### config.mk
export PLATFORM = sky130hd
export DESIGN_NAME = adc_stream_ctrl
export DESIGN_NICKNAME = d
export VERILOG_FILES = /design/src/rtl/adc_stream_ctrl.sv
export SDC_FILE = /design/constraint.sdc
export NUM_CORES = 1
export LEC_CHECK = 0
export ABC_AREA = 1
export BUFFER_PORTS_ARGS = -buffer_cell sky130_fd_sc_hd__buf_2
export CORE_MARGIN = 2
export CORE_UTILIZATION = 50
export DETAILED_ROUTE_END_ITERATION = 10
export GPL_ROUTABILITY_DRIVEN = 0
export PLACE_DENSITY = 0.67
export SLEW_MARGIN = 25
export SYNTH_ARGS = -nofsm -noshare
export SYNTH_HDL_FRONTEND = slang
export SYNTH_SLANG_ARGS = --single-unit
export TNS_END_PERCENT = 30
### constraint.sdc
create_clock -name clk -period 2.82 [get_ports clk]
set_clock_uncertainty 0.05 [all_clocks]
set_input_delay 0.282 -clock clk [delete_from_list [all_inputs] [get_ports clk]]
set_output_delay 0.282 -clock clk [all_outputs]
set_load 0.02 [all_outputs]
### src/rtl/adc_stream_ctrl.sv
// ADC capture controller: UART command decode, channel-multiplexed sample capture
// into a small FIFO, and byte serialization of buffered samples to a UART transmitter.
module adc_stream_ctrl #(
   parameter int NUM_BIT     = 6,
   parameter int NUM_CH      = 4,
   parameter int NUM_SAMPLED = 125000,
   parameter int NUM_CALIB   = 1000,
   parameter int FIFO_DEPTH  = 16,
   localparam int CHW        = (NUM_CH > 1) ? $clog2(NUM_CH) : 1
) (
   input  logic               clk,
   input  logic               rst,
   input  logic [7:0]         cmd_data,
   input  logic               cmd_vld,
   input  logic               adc_ack,
   input  logic [NUM_BIT-1:0] adc_dout,
   output logic               adc_ena,
   output logic               adc_calib_ena,
   output logic [CHW-1:0]     adc_ch_sel,
   output logic [7:0]         tx_wdata,
   output logic               tx_wreq,
   input  logic               tx_rdy,
   output logic [2:0]         state,
   output logic [23:0]        sample_cnt,
   output logic               overflow
);

   localparam int AW = $clog2(FIFO_DEPTH);
   localparam int EW = CHW + NUM_BIT;

   typedef enum logic [2:0] {
      S_IDLE    = 3'd0,
      S_CALIB   = 3'd1,
      S_CAPTURE = 3'd2,
      S_DRAIN   = 3'd3,
      S_DONE    = 3'd4
   } state_t;

   state_t          r_state;
   logic            r_adc_ena;
   logic            r_calib_ena;
   logic [CHW-1:0]  r_ch_sel;
   logic [23:0]     r_sample_cnt;
   logic            r_overflow;
   logic [31:0]     r_calib_cnt;

   logic [EW-1:0]   r_mem [FIFO_DEPTH];
   logic [AW-1:0]   r_wr_ptr;
   logic [AW-1:0]   r_rd_ptr;
   logic [AW:0]     r_count;

   logic            r_tx_wreq;
   logic [7:0]      r_tx_wdata;
   logic [7:0]      r_b1;
   logic [7:0]      r_b2;
   logic [1:0]      r_left;

   logic            w_rst;
   logic            w_cmd_s;
   logic            w_cmd_c;
   logic            w_start;
   logic            w_ack_cap;
   logic            w_full;
   logic            w_empty;
   logic            w_pop;
   logic            w_push;
   logic            w_drop;
   logic            w_last;
   logic [EW-1:0]   w_rd_ent;
   logic [3:0]      w_rd_ch4;
   logic [15:0]     w_rd_s16;

   // An 'R' command byte behaves exactly like the external reset.
   assign w_rst     = rst | (cmd_vld & (cmd_data == 8'h52));
   assign w_cmd_s   = cmd_vld & (cmd_data == 8'h53);
   assign w_cmd_c   = cmd_vld & (cmd_data == 8'h43);
   assign w_start   = (r_state == S_IDLE) & w_cmd_s;
   assign w_ack_cap = adc_ack & (r_state == S_CAPTURE);
   assign w_full    = (r_count == (AW+1)'(FIFO_DEPTH));
   assign w_empty   = (r_count == '0);
   assign w_last    = (r_sample_cnt == 24'(NUM_SAMPLED - 1));

   // Pops wait for tx_rdy so that a stalled transmitter leaves every sample in the
   // FIFO, where it picks up the overflow flag as it stands when finally sent.
   assign w_pop  = ((r_state == S_CAPTURE) | (r_state == S_DRAIN)) & ~r_tx_wreq & ~w_empty & tx_rdy;
   assign w_push = w_ack_cap & (~w_full | w_pop);
   assign w_drop = w_ack_cap & w_full & ~w_pop;

   assign w_rd_ent = r_mem[r_rd_ptr];
   assign w_rd_ch4 = 4'(w_rd_ent[EW-1 -: CHW]);
   assign w_rd_s16 = 16'(w_rd_ent[NUM_BIT-1:0]);

   always_ff @(posedge clk) begin
      if (w_rst) begin
         r_state      <= S_IDLE;
         r_adc_ena    <= 1'b0;
         r_calib_ena  <= 1'b0;
         r_ch_sel     <= '0;
         r_sample_cnt <= '0;
         r_overflow   <= 1'b0;
         r_calib_cnt  <= '0;
      end else begin
         case (r_state)
            S_IDLE: begin
               if (w_cmd_s) begin
                  r_state      <= S_CAPTURE;
                  r_adc_ena    <= 1'b1;
                  r_ch_sel     <= '0;
                  r_sample_cnt <= '0;
                  r_overflow   <= 1'b0;
               end else if (w_cmd_c) begin
                  r_state     <= S_CALIB;
                  r_calib_ena <= 1'b1;
                  r_calib_cnt <= '0;
               end
            end
            S_CALIB: begin
               if (r_calib_cnt == 32'(NUM_CALIB - 1)) begin
                  r_calib_ena <= 1'b0;
                  r_state     <= S_IDLE;
               end else begin
                  r_calib_cnt <= r_calib_cnt + 32'd1;
               end
            end
            S_CAPTURE: begin
               if (adc_ack) begin
                  r_sample_cnt <= r_sample_cnt + 24'd1;
                  r_ch_sel     <= (r_ch_sel == CHW'(NUM_CH - 1)) ? '0 : r_ch_sel + CHW'(1);
                  if (w_drop) r_overflow <= 1'b1;
                  if (w_last) begin
                     r_state   <= S_DRAIN;
                     r_adc_ena <= 1'b0;
                  end
               end
            end
            S_DRAIN: begin
               if (w_empty && !r_tx_wreq) r_state <= S_DONE;
            end
            S_DONE:  r_state <= S_IDLE;
            default: r_state <= S_IDLE;
         endcase
      end
   end

   always_ff @(posedge clk) begin
      if (w_rst || w_start) begin
         r_wr_ptr <= '0;
         r_rd_ptr <= '0;
         r_count  <= '0;
      end else begin
         if (w_push) r_wr_ptr <= r_wr_ptr + AW'(1);
         if (w_pop)  r_rd_ptr <= r_rd_ptr + AW'(1);
         case ({w_push, w_pop})
            2'b10:   r_count <= r_count + (AW+1)'(1);
            2'b01:   r_count <= r_count - (AW+1)'(1);
            default: r_count <= r_count;
         endcase
      end
   end

   always_ff @(posedge clk) begin
      if (w_push) r_mem[r_wr_ptr] <= {r_ch_sel, adc_dout};
   end

   // Serializer: header byte, then one or two sample bytes shifted out of r_b1/r_b2.
   always_ff @(posedge clk) begin
      if (w_rst) begin
         r_tx_wreq  <= 1'b0;
         r_tx_wdata <= 8'h00;
         r_left     <= 2'd0;
      end else if (w_pop) begin
         r_tx_wreq  <= 1'b1;
         r_tx_wdata <= {w_rd_ch4, 3'b000, r_overflow};
         r_b1       <= (NUM_BIT > 8) ? w_rd_s16[15:8] : w_rd_s16[7:0];
         r_b2       <= w_rd_s16[7:0];
         r_left     <= (NUM_BIT > 8) ? 2'd2 : 2'd1;
      end else if (r_tx_wreq && tx_rdy) begin
         if (r_left != 2'd0) begin
            r_tx_wdata <= r_b1;
            r_b1       <= r_b2;
            r_left     <= r_left - 2'd1;
         end else begin
            r_tx_wreq <= 1'b0;
         end
      end
   end

   assign adc_ena       = r_adc_ena;
   assign adc_calib_ena = r_calib_ena;
   assign adc_ch_sel    = r_ch_sel;
   assign tx_wdata      = r_tx_wdata;
   assign tx_wreq       = r_tx_wreq;
   assign state         = r_state;
   assign sample_cnt    = r_sample_cnt;
   assign overflow      = r_overflow;

endmodule

==> impl_metrics.json, run 1 <==
{
  "outcome": "completed",
  "cap_violations": 0,
  "dieArea_um2": 22300,
  "post_cts_buffers": 0,
  "async_flop_share_pct": 0,
  "syn_area_per_cell_um2": 9.12,
  "period_needed_ns": 2.42,
  "fin_tns_setup_ns": 0,
  "path_max_fanout": 30,
  "yosys.cell_types.count": 43,
  "netlist_top_cells_area": "edfxtp_1, dfxtp_1, nand2_1",
  "synth_most_common_cell": "nand2_1",
  "start_kind": "register",
  "wire_per_inst_um": 16.3,
  "hold_viol": 0,
  "start_util_pct": 50.7,
  "r2r_slack_ns": 0.40,
  "arrival_ns": 2.82,
  "pwr-share-comb_pct": 5.9,
  "setup_viol_count_final": 0,
  "die_h_um": 149,
  "r2r-start": "r_calib_cnt[0]",
  "ctsHoldBuffers": 0,
  "drtIter0Drc": 748,
  "power_frac_seq_pct": 48.4,
  "num_rows": 53,
  "cts_resized": 0,
  "clockPowerShare_pct": 45.7,
  "switchingPower_mw": 1.67,
  "synth_top_area_cell": "edfxtp_1",
  "drv_slew": 0,
  "fin_crit_sh_pct": 85.8,
  "slew_headroom_pct": 50.7,
  "fillers": 1818,
  "dp_hpwl_mm": 17.1,
  "post-place-cells": 1486,
  "clk_latency_ns": 0.54,
  "ys_warn_count": 0,
  "dr.pass1.iters": 7,
  "grt_use_total_pct": 22.7,
  "fin_util_pct": 58.1,
  "p_leak_nw": 4.30,
  "synth_cells": 1161,
  "grt_pass1_wl_mm": 40.3,
  "worst_setup_path_end_kind": "register",
  "r2r_cells": 11,
  "cts_root_buf": "clkbuf_16",
  "grt_max_degree": 65,
  "ys_seq_area_share_pct": 56.7,
  "numCtsBuffers": 25,
  "nNetsFinal": 1267,
  "totalWireLength_mm": 25.0,
  "synth_area_um2": 10600,
  "htree_levels": 1,
  "drive_above_1_share_pct": 13.0,
  "finalNonFillerCells": 1531,
  "clock-sinks": 230,
  "overflow": 0,
  "antenna_cells": 0,
  "max_freq_ghz": 0.413,
  "antenna_found_initial": 0,
  "criticalPathCategory": "register to register",
  "hold_path.class": "input pin to register",
  "cp-endpoint": "r_calib_cnt[16]",
  "coreArea_um2": 20900,
  "via_count": 8439,
  "switching_share_pct": 22.5,
  "drc": 0,
  "critical_path.startpoint": "r_calib_cnt[0]",
  "fp.dieW_um": 149,
  "ioPinCount": 60,
  "seqCellArea_um2": 6010,
  "synth-seq-cells": 230,
  "power_density_nw_per_um2": 614,
  "reg2reg_to": "r_calib_cnt[16]",
  "synth_edf_count": 140,
  "multiInputGateArea_um2": 3990,
  "clk_pin_slew_ns": 0.06,
  "ant_nets": 0,
  "intPower_mw": 5.77,
  "cts_tree": "yes",
  "cp.required_ns": 3.22,
  "synth_flop_cell": "edfxtp_1",
  "yosysTopAreaCellShare_pct": 39.7,
  "vdd_ir_drop_max_mv": 0.473,
  "synth_common_cells": "nand2_1, nor2_1, edfxtp_1",
  "rsz0062_at_grt": "false",
  "grt_pass1_vias": 7847,
  "clockBufferDepth": 3,
  "port_buffers": 57,
  "vias_per_cell": 5.51,
  "syn2layout_area_growth_pct": 14.6,
  "worst_pin_slew_ns": 0.739
}
routing by layer:
metal	track usage [%]	part of all wire [%]
met1	32.5	45
met2	36.8	47
met3	3.17	6.0
met4	5.19	1.7
met5	0	0
final cells by class:
class / instances / share of cell area, %
sequential: 230 / 49.5
clock buffer: 30 / 5.31
tap: 275 / 2.84
clock inverter: 15 / 1.77
timing repair buffer: 91 / 4.56
inverter: 100 / 3.09
multi-input combinational: 790 / 32.9
power groups by stage:
stage / Sequential [mW] / Combinational [mW] / Clock [mW]
after floorplan: 3.68 / 0.316 / 0
after global placement: 3.67 / 0.432 / 0
after detailed placement: 3.67 / 0.436 / 0
after CTS: 3.60 / 0.437 / 3.46
after global routing: 3.60 / 0.488 / 3.59
final: 3.60 / 0.438 / 3.40
worst min-delay path by stage:
stage                  startpoint             to  cells past startpoint
floorplan             adc_dout[0]    r_mem[0][0]                      0
finish                    adc_ack       overflow                      3
global route              adc_ack       overflow                      3
global placement    adc_calib_ena  adc_calib_ena                      2
detailed placement  adc_calib_ena  adc_calib_ena                      2
CTS                       adc_ack       overflow                      3
cell usage in the layout (no fill, tap or decap), types with 6 or more instances in the layout:
cell type  netlist  layout
nor3_1          28      28
nand4_1         32      32
nand2_2          5       6
inv_1           98      98
buf_4            3      33
nand3_1         60      60
o211ai_1        18      18
nor2_1         148     148
buf_2           13      57
o21ai_0         64      64
o32ai_1          9       9
nand2_1        237     236
ha_1            10      10
dfxtp_1         90      88
mux2i_1         15      15
xor2_1          10      10
o221ai_1        15      15
edfxtp_1       140     140
clkbuf_16        0      25
a21oi_1         83      83
nor4_1           6       6
clkinv_1         1       7
or2_2           12      12
flip-flops by register name, indices dropped and copies added, names as in the netlist, named ones only:
register	flops
tx_wdata	6
r_b2	6
r_mem	128
r_wr_ptr	4
overflow	1
adc_calib_ena	1
tx_wreq	1
r_left	2
r_rd_ptr	4
adc_ena	1
sample_cnt	24
r_calib_cnt	32
adc_ch_sel	2
state	3
r_count	5
r_b1	6
through the flow:
| stage | hold WS, ns | power (mW) | setup slack (ns) | area (um2) |
|---|---|---|---|---|
| floorplan | 0.331 | 4.00 | 0.693 | 10600 |
| global placement | 0.392 | 4.11 | 0.525 | 11300 |
| detailed placement | 0.396 | 4.11 | 0.442 | 11300 |
| CTS | 0.00398 | 7.50 | 0.424 | 12100 |
| global route | 0.0513 | 7.68 | 0.127 | 12100 |
| finish | 0.0268 | 7.45 | 0.400 | 12100 |
worst max-delay path, stage by stage (launching register included):
cell and delay (ns):
dfxtp_1 0.39, ha_1 0.27, inv_1 0.10, nor3_1 0.15, nand4_1 0.10, nor3_1 0.17, nand2_1 0.13, nand2_2 0.11
nand2_2 0.15, inv_2 0.44, nand2_1 0.11, a21oi_1 0.16
logic make-up (layout without fill, tap and decap cells):
group	count (synthesis)	after routing	synth area share, %
buffers and inverters	142	236	5.65
and+or+nand+nor	552	552	23.1
muxes	15	15	1.42
xor gates and xnor gates	11	11	0.910
other	1	2	0.0354
DFF	230	230	56.7
adders and majority gates	10	10	1.18
AOI/OAI and AO/OA	200	200	11.0
No activity file was read; power rests on OpenSTA's default activity.
==> run 2, diff against run 1 <==
--- a/config.mk
+++ b/config.mk
@@ -7,11 +7,13 @@
 export LEC_CHECK = 0
 export ABC_AREA = 1
 export BUFFER_PORTS_ARGS = -buffer_cell sky130_fd_sc_hd__buf_2
+export CELL_PAD_IN_SITES_DETAIL_PLACEMENT = 1
+export CELL_PAD_IN_SITES_GLOBAL_PLACEMENT = 2
 export CORE_MARGIN = 2
-export CORE_UTILIZATION = 50
+export CORE_UTILIZATION = 39
 export DETAILED_ROUTE_END_ITERATION = 10
 export GPL_ROUTABILITY_DRIVEN = 0
-export PLACE_DENSITY = 0.67
+export PLACE_DENSITY_LB_ADDON = 0.1
 export SLEW_MARGIN = 25
 export SYNTH_ARGS = -nofsm -noshare
 export SYNTH_HDL_FRONTEND = slang
==> impl_metrics.json, run 2 (synthesis gave the netlist of run 1 again) <==
{
  "outcome": "completed",
  "ctsHoldBuffers": 0,
  "drtIter0Drc": 419,
  "post_cts_buffers": 0,
  "htree_levels": 1,
  "fin_tns_setup_ns": 0,
  "hold_path.class": "input pin to register",
  "coreArea_um2": 26800,
  "fillers": 3115,
  "period_needed_ns": 2.39,
  "fp.dieW_um": 169,
  "nNetsFinal": 1272,
  "totalWireLength_mm": 30.1,
  "clk_latency_ns": 0.54,
  "ant_nets": 0,
  "drive_above_1_share_pct": 13.5,
  "setup_viol_count_final": 0,
  "die_h_um": 169,
  "final_cell_mix": "nand2_1, nor2_1, edfxtp_1",
  "arrival_ns": 2.80,
  "dieArea_um2": 28500,
  "antenna_found_initial": 0,
  "start_kind": "register",
  "port_buffers": 57,
  "criticalPathCategory": "register to register",
  "cts_tree": "yes",
  "clockBufferDepth": 3,
  "drv_slew": 0,
  "clock-sinks": 230,
  "grt_use_total_pct": 21.4,
  "hold_viol": 0,
  "final_common_cell": "nand2_1",
  "seqCellArea_um2": 6010,
  "grt_pass1_vias": 8620,
  "clk_pin_slew_ns": 0.06,
  "worst_pin_slew_ns": 0.780,
  "regMostFlops": "r_mem",
  "via_count": 8505,
  "vdd_ir_drop_max_mv": 0.551,
  "holdWs_ns": 0.0249,
  "syn2layout_area_growth_pct": 16.1,
  "multiInputGateArea_um2": 3990,
  "path_max_fanout": 16,
  "grt_max_degree": 50,
  "num_rows": 60,
  "cts_root_buf": "clkbuf_16",
  "grt_pass1_wl_mm": 48.1,
  "dr.pass1.iters": 5,
  "vias_per_cell": 5.30,
  "max_freq_ghz": 0.418,
  "drc": 0,
  "cts_resized": 0,
  "overflow": 0,
  "wire_per_inst_um": 18.8,
  "antenna_cells": 0,
  "numCtsBuffers": 27,
  "fin_crit_sh_pct": 84.8,
  "p_leak_nw": 4.34,
  "start_util_pct": 39.5,
  "worst_setup_path_end_kind": "register",
  "dp_hpwl_mm": 20.8,
  "slew_headroom_pct": 48.0,
  "power_density_nw_per_um2": 618,
  "cp.required_ns": 3.23,
  "ioPinCount": 60,
  "largest_reg_flops": 128,
  "cap_violations": 0,
  "rsz0062_at_grt": "false"
}
## run 2: changes by cell type in the layout (fill, tap and decap cells not counted), sizes merged
cell,before,now
buf,91,94
bufinv,5,4
clkinvlp,0,2
clkinv,10,13
## run 2: metrics by stage
step	cells	worst slack (ns)	util (%)	power, mW	cell area, um2
2_1_floorplan	1162	0.693	-	4.00	10600
3_3_place_gp	1555	0.465	42.5	4.16	11400
3_5_place_dp	1555	0.373	42.5	4.16	11400
4_1_cts	1604	0.350	45.8	7.67	12300
5_1_grt	1604	0.0605	45.8	7.85	12300
6_report	1604	0.428	45.8	7.59	12300
## run 2: path summary, 6_finish.rpt
path         slack (ns)  depth (start not counted)           start              to
max reg2reg        0.43                         12  r_calib_cnt[0]  r_calib_cnt[5]
max                0.43                         12  r_calib_cnt[0]  r_calib_cnt[5]
min                0.02                          3         adc_ack        overflow
min reg2reg        0.39                          2   adc_calib_ena   adc_calib_ena
## run 2: report_power, final
part,switching [mW],leakage [nW],internal (mW),total (mW)
registers,0.0264,1.99,3.58,3.61
logic,0.368,1.92,0.115,0.483
clock network,1.39,0.428,2.11,3.50
total,1.78,4.34,5.80,7.59
## run 2: final cells by class
| type | instances | share of cell area, % |
|---|---|---|
| Sequential cell | 230 | 48.9 |
| Multi-Input combinational cell | 790 | 32.5 |
| Clock buffer | 30 | 5.59 |
| Timing Repair Buffer | 94 | 4.89 |
| Tap cell | 341 | 3.47 |
| Inverter | 100 | 3.06 |
| Clock inverter | 19 | 1.59 |
## run 2: worst max-delay path, stage by stage (launching register included)
cell	delay (ns)
dfxtp_1	0.40
ha_1	0.28
inv_1	0.11
nor3_1	0.13
nand4_1	0.10
nor3_1	0.24
nand2_1	0.15
nand2_2	0.11
nand2_2	0.18
inv_2	0.10
buf_4	0.21
nand2_1	0.10
a21oi_2	0.14
## run 2: layer usage
metal	track usage [%]	part of all wire (%)	vias up
li1	-	-	4164
met1	31.4	49	4194
met2	34.6	46	116
met3	2.13	3.0	31
met4	4.27	1.8	0
met5	0	0	-
